[config.mk]
export PLATFORM = sky130hd
export DESIGN_NAME = uart_rx_io
export DESIGN_NICKNAME = d
export VERILOG_FILES = /design/src/rtl/uart_rx_io_pkg.sv /design/src/rtl/uart_rx_deserializer.sv /design/src/rtl/uart_rx_io.sv
export SDC_FILE = /design/constraint.sdc
export NUM_CORES = 1
export LEC_CHECK = 0
export CAP_MARGIN = 15
export CORE_MARGIN = 4
export CORE_UTILIZATION = 52
export DETAILED_ROUTE_END_ITERATION = 16
export GPL_TIMING_DRIVEN = 1
export PLACE_DENSITY = 0.79
export SYNTH_ARGS = -nofsm -noshare
export SYNTH_HDL_FRONTEND = slang
export SYNTH_HIERARCHICAL = 1
export SYNTH_SLANG_ARGS = --single-unit
[constraint.sdc]
create_clock -name clk -period 3.6 [get_ports clk]
set_clock_uncertainty 0.05 [all_clocks]
set_input_delay 0.36 -clock clk [delete_from_list [all_inputs] [get_ports clk]]
set_output_delay 0.36 -clock clk [all_outputs]
set_load 0.02 [all_outputs]
[src/rtl/uart_rx_io_pkg.sv]
// rtl/uart_rx_io_pkg.sv - shared register offsets, status bit indices and receive FSM states
package uart_rx_io_pkg;

    localparam logic [31:0] UART_RX_STATUS_OFFSET = 32'd0;
    localparam logic [31:0] UART_RX_DATA_OFFSET   = 32'd4;

    localparam int UART_RX_STAT_NOT_EMPTY  = 0;
    localparam int UART_RX_STAT_OVERRUN    = 1;
    localparam int UART_RX_STAT_FRAME_ERR  = 2;
    localparam int UART_RX_STAT_PARITY_ERR = 3;

    typedef enum logic [2:0] {
        UART_RX_IDLE,
        UART_RX_START,
        UART_RX_DATA,
        UART_RX_PARITY,
        UART_RX_STOP
    } uart_rx_state_t;

    // Assemble the status register word from its individual flags.
    function automatic logic [31:0] uart_rx_status_word(
        input logic not_empty,
        input logic overrun,
        input logic frame_err,
        input logic parity_err
    );
        logic [31:0] w;
        w = 32'd0;
        w[UART_RX_STAT_NOT_EMPTY]  = not_empty;
        w[UART_RX_STAT_OVERRUN]    = overrun;
        w[UART_RX_STAT_FRAME_ERR]  = frame_err;
        w[UART_RX_STAT_PARITY_ERR] = parity_err;
        return w;
    endfunction

endpackage

[src/rtl/uart_rx_deserializer.sv]
// rtl/uart_rx_deserializer.sv - synchronizer, receive FSM, bit counter and shift register (8E1 when UART_RX_PARITY_EN is defined)
module uart_rx_deserializer
    import uart_rx_io_pkg::*;
#(
    parameter int BAUD_DIVIDE = 434
) (
    input  logic       clk,
    input  logic       reset,
    input  logic       uart_rx,
    output logic       byte_valid,
    output logic [7:0] byte_data,
    output logic       frame_error,
    output logic       parity_error
);

    localparam int CW = $clog2(BAUD_DIVIDE);
    localparam logic [CW-1:0] FULL_RELOAD = CW'(BAUD_DIVIDE - 1);
    localparam logic [CW-1:0] HALF_RELOAD = CW'(BAUD_DIVIDE / 2 - 1);

    logic           r_sync1;
    logic           r_sync2;
    logic           w_rx;

    uart_rx_state_t r_state;
    uart_rx_state_t w_state_nxt;
    logic [CW-1:0]  r_cnt;
    logic [CW-1:0]  w_cnt_nxt;
    logic [2:0]     r_bit_idx;
    logic [2:0]     w_bit_idx_nxt;
    logic [7:0]     r_shift;
    logic [7:0]     w_shift_nxt;
    logic           r_stop_wait;
    logic           w_stop_wait_nxt;
    logic           r_byte_valid;
    logic           w_byte_valid_nxt;
    logic           r_frame_error;
    logic           w_frame_error_nxt;
    logic           r_parity_error;
    logic           w_parity_error_nxt;
    logic           w_expire;
    logic           w_par_bad;

`ifdef UART_RX_PARITY_EN
    logic           r_par_err;
    logic           w_par_err_nxt;
    assign w_par_bad = r_par_err;
`else
    assign w_par_bad = 1'b0;
`endif

    assign w_rx     = r_sync2;
    assign w_expire = (r_cnt == '0);

    // Two-flop synchronizer; idle-high reset so reset never looks like a start bit.
    always_ff @(posedge clk or posedge reset) begin
        if (reset) begin
            r_sync1 <= 1'b1;
            r_sync2 <= 1'b1;
        end else begin
            r_sync1 <= uart_rx;
            r_sync2 <= r_sync1;
        end
    end

    // FSM, counter, shift register and output pulse registers.
    always_ff @(posedge clk or posedge reset) begin
        if (reset) begin
            r_state        <= UART_RX_IDLE;
            r_cnt          <= '0;
            r_bit_idx      <= 3'd0;
            r_shift        <= 8'd0;
            r_stop_wait    <= 1'b0;
            r_byte_valid   <= 1'b0;
            r_frame_error  <= 1'b0;
            r_parity_error <= 1'b0;
`ifdef UART_RX_PARITY_EN
            r_par_err      <= 1'b0;
`endif
        end else begin
            r_state        <= w_state_nxt;
            r_cnt          <= w_cnt_nxt;
            r_bit_idx      <= w_bit_idx_nxt;
            r_shift        <= w_shift_nxt;
            r_stop_wait    <= w_stop_wait_nxt;
            r_byte_valid   <= w_byte_valid_nxt;
            r_frame_error  <= w_frame_error_nxt;
            r_parity_error <= w_parity_error_nxt;
`ifdef UART_RX_PARITY_EN
            r_par_err      <= w_par_err_nxt;
`endif
        end
    end

    // Next-state logic: counter runs down every cycle, work happens at expiry.
    always_comb begin
        w_state_nxt        = r_state;
        w_cnt_nxt          = w_expire ? r_cnt : r_cnt - CW'(1);
        w_bit_idx_nxt      = r_bit_idx;
        w_shift_nxt        = r_shift;
        w_stop_wait_nxt    = r_stop_wait;
        w_byte_valid_nxt   = 1'b0;
        w_frame_error_nxt  = 1'b0;
        w_parity_error_nxt = 1'b0;
`ifdef UART_RX_PARITY_EN
        w_par_err_nxt      = r_par_err;
`endif
        case (r_state)
            UART_RX_IDLE: begin
                if (!w_rx) begin
                    w_state_nxt = UART_RX_START;
                    w_cnt_nxt   = HALF_RELOAD;
                end
            end
            UART_RX_START: begin
                if (w_expire) begin
                    if (!w_rx) begin
                        w_state_nxt   = UART_RX_DATA;
                        w_cnt_nxt     = FULL_RELOAD;
                        w_bit_idx_nxt = 3'd0;
                    end else begin
                        w_state_nxt = UART_RX_IDLE;
                    end
                end
            end
            UART_RX_DATA: begin
                if (w_expire) begin
                    w_shift_nxt   = {w_rx, r_shift[7:1]};
                    w_cnt_nxt     = FULL_RELOAD;
                    w_bit_idx_nxt = r_bit_idx + 3'd1;
                    if (r_bit_idx == 3'd7) begin
`ifdef UART_RX_PARITY_EN
                        w_state_nxt = UART_RX_PARITY;
`else
                        w_state_nxt = UART_RX_STOP;
`endif
                    end
                end
            end
`ifdef UART_RX_PARITY_EN
            UART_RX_PARITY: begin
                if (w_expire) begin
                    w_par_err_nxt = ^{r_shift, w_rx};
                    w_cnt_nxt     = FULL_RELOAD;
                    w_state_nxt   = UART_RX_STOP;
                end
            end
`endif
            UART_RX_STOP: begin
                if (r_stop_wait) begin
                    // Hold here through a break so a low line cannot retrigger.
                    if (w_rx) begin
                        w_stop_wait_nxt = 1'b0;
                        w_state_nxt     = UART_RX_IDLE;
                    end
                end else if (w_expire) begin
                    if (w_rx) begin
                        w_parity_error_nxt = w_par_bad;
                        w_byte_valid_nxt   = !w_par_bad;
                        w_state_nxt        = UART_RX_IDLE;
                    end else begin
                        w_frame_error_nxt  = 1'b1;
                        w_parity_error_nxt = w_par_bad;
                        w_stop_wait_nxt    = 1'b1;
                    end
                end
            end
            default: begin
                w_state_nxt = UART_RX_IDLE;
            end
        endcase
    end

    assign byte_valid   = r_byte_valid;
    assign byte_data    = r_shift;
    assign frame_error  = r_frame_error;
    assign parity_error = r_parity_error;

endmodule

[src/rtl/uart_rx_io.sv]
// rtl/uart_rx_io.sv - memory-mapped UART receiver: FIFO, sticky flags, I/O decode (parity via UART_RX_PARITY_EN)
module uart_rx_io
    import uart_rx_io_pkg::*;
#(
    parameter logic [31:0] BASE_ADDRESS = 32'h18,
    parameter int          BAUD_DIVIDE  = 50000000 / 115200,
    parameter int          FIFO_DEPTH   = 8
) (
    input  logic        clk,
    input  logic        reset,
    input  logic        uart_rx,
    input  logic        io_read_en,
    input  logic        io_write_en,
    input  logic [31:0] io_address,
    input  logic [31:0] io_write_data,
    output logic [31:0] io_read_data
);

    localparam int AW = $clog2(FIFO_DEPTH);
    localparam logic [AW:0] FULL_COUNT = (AW + 1)'(FIFO_DEPTH);

    logic          w_byte_valid;
    logic [7:0]    w_byte_data;
    logic          w_frame_error;
    logic          w_parity_error;

    logic [7:0]    r_mem [0:FIFO_DEPTH-1];
    logic [AW-1:0] r_wr_ptr;
    logic [AW-1:0] r_rd_ptr;
    logic [AW:0]   r_count;
    logic          r_overrun;
    logic          r_frame_err;
    logic          r_parity_err;
    logic [31:0]   r_read_data;

    logic          w_status_sel;
    logic          w_data_sel;
    logic          w_empty;
    logic          w_full;
    logic          w_pop;
    logic          w_push;
    logic          w_overrun_set;
    logic [3:1]    w_clear;
    logic [31:0]   w_status;
    logic          w_unused;

    uart_rx_deserializer #(
        .BAUD_DIVIDE (BAUD_DIVIDE)
    ) u_deser (
        .clk          (clk),
        .reset        (reset),
        .uart_rx      (uart_rx),
        .byte_valid   (w_byte_valid),
        .byte_data    (w_byte_data),
        .frame_error  (w_frame_error),
        .parity_error (w_parity_error)
    );

    assign w_status_sel  = (io_address == BASE_ADDRESS + UART_RX_STATUS_OFFSET);
    assign w_data_sel    = (io_address == BASE_ADDRESS + UART_RX_DATA_OFFSET);
    assign w_empty       = (r_count == '0);
    assign w_full        = (r_count == FULL_COUNT);
    assign w_pop         = io_read_en && w_data_sel && !w_empty;
    // A pop in the same cycle frees the slot, so a full FIFO can still accept.
    assign w_push        = w_byte_valid && (!w_full || w_pop);
    assign w_overrun_set = w_byte_valid && w_full && !w_pop;
    assign w_clear       = (io_write_en && w_status_sel) ? io_write_data[3:1] : 3'b000;
    assign w_status      = uart_rx_status_word(!w_empty, r_overrun, r_frame_err, r_parity_err);
    assign w_unused      = &{1'b0, io_write_data[31:4], io_write_data[0]};

    // FIFO storage; contents need no reset because occupancy gates every read.
    always_ff @(posedge clk) begin
        if (w_push) begin
            r_mem[r_wr_ptr] <= w_byte_data;
        end
    end

    // FIFO pointers and occupancy count.
    always_ff @(posedge clk or posedge reset) begin
        if (reset) begin
            r_wr_ptr <= '0;
            r_rd_ptr <= '0;
            r_count  <= '0;
        end else begin
            if (w_push) begin
                r_wr_ptr <= r_wr_ptr + AW'(1);
            end
            if (w_pop) begin
                r_rd_ptr <= r_rd_ptr + AW'(1);
            end
            case ({w_push, w_pop})
                2'b10:   r_count <= r_count + (AW + 1)'(1);
                2'b01:   r_count <= r_count - (AW + 1)'(1);
                default: r_count <= r_count;
            endcase
        end
    end

    // Sticky error flags: write-1-to-clear, a same-cycle set takes priority.
    always_ff @(posedge clk or posedge reset) begin
        if (reset) begin
            r_overrun    <= 1'b0;
            r_frame_err  <= 1'b0;
            r_parity_err <= 1'b0;
        end else begin
            if (w_overrun_set) begin
                r_overrun <= 1'b1;
            end else if (w_clear[UART_RX_STAT_OVERRUN]) begin
                r_overrun <= 1'b0;
            end
            if (w_frame_error) begin
                r_frame_err <= 1'b1;
            end else if (w_clear[UART_RX_STAT_FRAME_ERR]) begin
                r_frame_err <= 1'b0;
            end
            if (w_parity_error) begin
                r_parity_err <= 1'b1;
            end else if (w_clear[UART_RX_STAT_PARITY_ERR]) begin
                r_parity_err <= 1'b0;
            end
        end
    end

    // Registered read response; holds between reads.
    always_ff @(posedge clk or posedge reset) begin
        if (reset) begin
            r_read_data <= 32'd0;
        end else if (io_read_en) begin
            if (w_status_sel) begin
                r_read_data <= w_status;
            end else if (w_data_sel) begin
                r_read_data <= w_empty ? 32'd0 : {24'd0, r_mem[r_rd_ptr]};
            end else begin
                r_read_data <= 32'd0;
            end
        end
    end

    assign io_read_data = r_read_data;

endmodule
# [Yosys cells after proc, flatten, opt, wreduce, memory -nomap -nowiden]
# Memories as Yosys holds them, arrays and structs flattened.
# Cells that the tools add are included.
[word_totals] ff_bits=73 latch_bits=0 ramBits=64 rom_bits=0 inputBits=69 memories=1
[mem_list] memory="r_mem" depth=8 word_bits=8 rd=1 rd_ports_with_merged_regs=0 write_ports=1 line="uart_rx_io.sv:27" rtl="logic [7:0] r_mem [0:FIFO_DEPTH-1];"
[classes] n_addsub=6 mul=0 n_div=0 magnitude_cmp=0 eq_ne=15 n_shift=0 n_mux=40 n_bitwise=0 reduce_logical=20
[ops] operator="equality test 32 x 5 -> 1 bit, second input constant" n=2
[ops] operator="2-to-1 mux 9 bit" n=5
[ops] operator="2-to-1 mux 3 bit" n=11
[ops] operator="one-hot mux 9 bit (3 select lines)" n=1
[ops] operator="2-to-1 mux 8 bit" n=3
[ops] operator="2-to-1 mux 1 bit" n=16
[ops] operator="one-hot mux 3 bit (4 select lines)" n=1
[ops] operator="adder 3 x 1 -> 3 bit, second input constant" n=3
[ops] operator="zero test 9 bit" n=1
[ops] operator="subtractor 9 x 1 -> 9 bit, second input constant" n=1
[ops] operator="one-hot mux 4 bit (2 select lines)" n=1
[ops] operator="nonzero test 2 bit" n=4
[ops] operator="equality test 3 bit, second input constant" n=2
[ops] operator="logical AND 1 bit" n=6
[ops] operator="inequality test 2 x 1 -> 1 bit, second input constant" n=3
[ops] operator="one-hot mux 3 bit (2 select lines)" n=1
[ops] operator="AND reduction 5 bit" n=1
[ops] operator="adder 4 x 1 -> 4 bit, second input constant" n=1
[ops] operator="equality test 4 bit, second input constant" n=1
[ops] operator="zero test 4 bit" n=1
[ops] operator="inequality test 2 bit, second input constant" n=2
[ops] operator="AND reduction 4 bit" n=1
[ops] operator="subtractor 4 x 1 -> 4 bit, second input constant" n=1
[ops] operator="equality test 3 x 1 -> 1 bit, second input constant" n=1
[ops] operator="other kinds (9)" n=11

# [Depth between registers and ports, before layout]
[depth] ltp_word=7 ltp_mapped=11 ltp_nobuf=10

# [Modules after synthesis]
# Netlist, hierarchy kept.
[by_module_without_submodules] module="uart_rx_io" n_inst=1 cells_each=252 area_each_um2=3811.2
[by_module_without_submodules] module="uart_rx_deserializer" n_inst=1 cells_each=121 area_each_um2=1401.3

# [Worst setup path before layout]
# Ideal clock, no wire load.
[synth_path] path_kind="input -> register" startpoint="input io_address[14]" endpoint="memory r_mem[0][0] (enable)" setup_time_ps=398 arrival_ps=2421 path_slack_ps=731 path_stages=5 n_path_buf=0 path_cell_list="nor4b_1 -> nand4_1 -> nor3_4 -> nor2_1 -> nor4b_1"
[synth_between] elab_chain_cells=7
[synth_rtl] item="start, declared" line="uart_rx_io.sv:14" rtl="input logic [31:0] io_address,"
[synth_rtl] item="equality test 32 x 5 -> 1 bit" line="uart_rx_io.sv:60" rtl="assign w_data_sel = (io_address == BASE_ADDRESS + UART_RX_DATA_OFFSET);"
[synth_rtl] item="logical AND 1 bit (2 in series)" line="uart_rx_io.sv:63" rtl="assign w_pop = io_read_en && w_data_sel && !w_empty;"
[synth_rtl] item="logical OR 1 bit" line="uart_rx_io.sv:65" rtl="assign w_push = w_byte_valid && (!w_full || w_pop);"
[synth_rtl] item="logical AND 1 bit" line="uart_rx_io.sv:65"
[synth_rtl] item="2-to-1 mux 1 bit" line="uart_rx_io.sv:73" rtl="if (w_push) begin"
[synth_rtl] item="2-to-1 mux 1 bit (not written as such)" line="uart_rx_io.sv:74" rtl="r_mem[r_wr_ptr] <= w_byte_data;"
[synth_rtl] item="end, declared" line="uart_rx_io.sv:27"
# Every way passes these cells.

# [Final worst setup path]
[layout_path] startpoint="register u_deser.r_cnt[0]" endpoint="register u_deser.r_shift[0], in the netlist u_deser/byte_data[0]"
[layout_between] elab_chain_cells=2
[layout_rtl] item="start, declared" line="uart_rx_deserializer.sv:26" rtl="logic [CW-1:0] r_cnt;"
[layout_rtl] item="start signal, assigned" line="uart_rx_deserializer.sv:81" rtl="r_cnt <= w_cnt_nxt;"
[layout_rtl] item="zero test 9 bit" line="uart_rx_deserializer.sv:52" rtl="assign w_expire = (r_cnt == '0);"
[layout_rtl] item="AND reduction 2 bit (no source line)"
[layout_rtl] item="end signal, assigned" line="uart_rx_deserializer.sv:83" rtl="r_shift <= w_shift_nxt;"
[layout_rtl] item="end, declared" line="uart_rx_deserializer.sv:30" rtl="logic [7:0] r_shift;"
# Every way passes these cells.
# A chain may end at the register's enable or synchronous reset.

==> impl_metrics.yaml <==
run_status:
  status: "finished clean"
cells_and_area:
  area_delta_synth_final_pct: 22.1
  num_antenna_cells: 0
  nets: 507
  drive_gt1_frac: 0.192
  final_util: 0.651
detailed_routing:
  drtPass1Iterations: 4
  route.detailed.vias_per_inst: 5.61
  wl_per_cell_um: 18.6
  first_iter_violations: 250
  ant_nets: 0
  routed-via-count: 3232
  drcViolationCount: 0
  routed_wl_mm: 10.7
floorplan:
  ios: 101
  die_y_um: 108
  rows: 36
  core_area_sq_um: 9770
  initial_utilization: 0.533
  fp.dieW_um: 108
  dieArea_sq_um: 11700
min_path:
  hold_path.class: "in -> async"
yosys:
  ys_seq_area_frac: 0.604
  synth-compound-area-share: 0.0516
  yosysMostFrequentCell: "edfxtp_1"
  synth_commonest_cells: "64 x edfxtp_1, 47 x dfrtp_1, 25 x buf_4, 19 x nor2_1, 16 x mux4_2"
  synth_fa_ha_area_frac: 0.0192
  synth_cell_types: 58
  synthArstFlopShare: 0.434
  synth_cells: 373
  yosysWarnings: 6
  synthesis.area_sq_um: 5210
  muxShareOfSynthArea: 0.119
  synth_top_family_by_area: "simple AND/OR/NAND/NOR gates"
  synth_ff_type: "edfxtp_1"
  synthXorXnorAreaFrac: 0.0185
  yosys.area.top_type: "edfxtp_1"
  synth_area_leaders: "edfxtp_1 37%, dfrtp_1 23%, mux4_2 6.9%"
  synth-seq-cells: 113
  synthDominantCellAreaShare: 0.369
  yosys.area_share.simple: 0.123
  syn_avg_cell_area_sq_um: 14.0
  synth_edf_count: 64
cts:
  clk_pin_slew_worst_paths_ns: 0.06
  cts_tree: "done"
  cts_sinks: 113
  numCtsBuffers: 17
  root_buffer: "clkbuf_8"
  worstSkewPairLatency_ns: 0.51
  cts_resized: 0
  ctsHoldBuffers: 0
  post-cts-setup-buffers: 0
  clockBufferDepth: 2
  h-tree-depth: 4
power:
  p_leak_uw: 0.00260
  power.density_nw_per_um2: 493
  ir_drop_mv: 0.284
job:
  maxCapViolCount: 0
grt:
  antenna_found_initial: 0
  grtUsageTotal: 0.198
  grt_overflow: 0
  grt_pass1_vias: 3373
  grt_max_degree: 29
  grt_pass1_wl_mm: 17.2
setup_path:
  cp_max_fo: 11
  end_kind: "register"
  worstSetupPathType: "reg -> reg"
  cp.arrival_ns: 3.12
  crit_required_ns: 3.93
  worstSetupStartpointType: "register"
placed_design:
  place_hpwl_mm: 6.97
  gp_congestion: 0.803
  io_buffers: 47
sta:
  min_period_over_period: 0.775
  setup_viol: 0
  clock.fmax_mhz: 358
  tns_ns: 0
  finalHoldViolCount: 0
  slew_viol_final: 0
  relSlewSlack: 0.405
  worst_slew_pin_slew_ns: 0.893
  min_period_ns: 2.79
  rsz0062_at_grt: "false"
  fin_hold_ws_ns: 0.167
[cell families after synthesis]
group                    count (synthesis)
flip-flops                             113
AND/OR/NAND/NOR                        103
buffers and inverters                   56
AO/OA/AOI/OAI                           40
multiplexers                            40
XOR/XNOR                                11
adder cells (fa/ha/maj)                  8
other                                    2
[cell usage in the layout, fill, tap and decap left out, types with 10 or more instances in the layout]
master,netlist,final
nor2_1,19,19
xnor2_1,10,10
mux2_2,14,14
clkbuf_16,0,16
mux2i_1,10,10
mux4_2,16,16
inv_1,13,13
edfxtp_1,64,64
clkdlybuf4s50_1,0,47
dfrtp_1,47,47
nand2_1,11,11
conb_1,2,25
nor4_1,11,11
[critical path, stage by stage (launching register included)]
cell and delay [ns]:
dfrtp_1 0.43, inv_1 0.11, ha_1 0.20, nor4b_4 0.41, and2_1 0.47, inv_6 0.08
nor3_4 0.49, mux2_2 0.41
[power by group]
part           total [uW]  switching (uW)  leakage (uW)  internal [uW]
sequential           1370            3.26       0.00139           1360
clock                1670             547      0.000290           1120
combinational         103            53.7      0.000911           49.2
[routing by layer]
metal  GRT usage  part of all wire
met5           0                 0
met4      0.0938             0.015
met3      0.0627             0.078
met2       0.337              0.52
met1       0.228              0.38
[through the flow]
step	instance area [sq um]	total power [uW]	std cells	setup WS, ns
2_1_floorplan	5300	1450	396	0.731
3_3_place_gp	5730	1490	543	0.595
3_5_place_dp	5730	1490	543	0.511
4_1_cts	6330	3150	575	0.830
5_1_grt	6360	3240	576	0.659
6_report	6360	3140	576	0.809
[layout make-up]
type                            count  area [sq um]
Fill cell                         684          3410
Sequential cell                   113          3150
Multi-Input combinational cell    227          1820
Timing Repair Buffer               57           566
Clock buffer                       22           473
Tap cell                          133           166
Clock inverter                     10           131
Inverter                           14          57.6
[worst paths after layout]
check / slack, ns / end / from / cells after the start
max: 0.81 / u_deser/byte_data[0] / u_deser/r_cnt[0] / 7
min: 0.17 / u_deser/r_cnt[0] / reset / 2
max reg2reg: 0.81 / u_deser/byte_data[0] / u_deser/r_cnt[0] / 7
min reg2reg: 0.30 / u_deser/r_sync2 / u_deser/r_sync1 / 0
max in group asynchronous: 2.63 / io_read_data[5] / reset / 2
min in group clk: 0.21 / u_deser/r_sync1 / uart_rx / 1
[sequential cells by signal (all words and copies together) (netlist names), 3 cells and up]
register,flops
io_read_data,8
r_count,4
r_mem,64
r_rd_ptr,3
r_wr_ptr,3
u_deser/byte_data,8
u_deser/r_bit_idx,3
u_deser/r_cnt,9
u_deser/r_state,3
(Power assumes the default switching activity.)
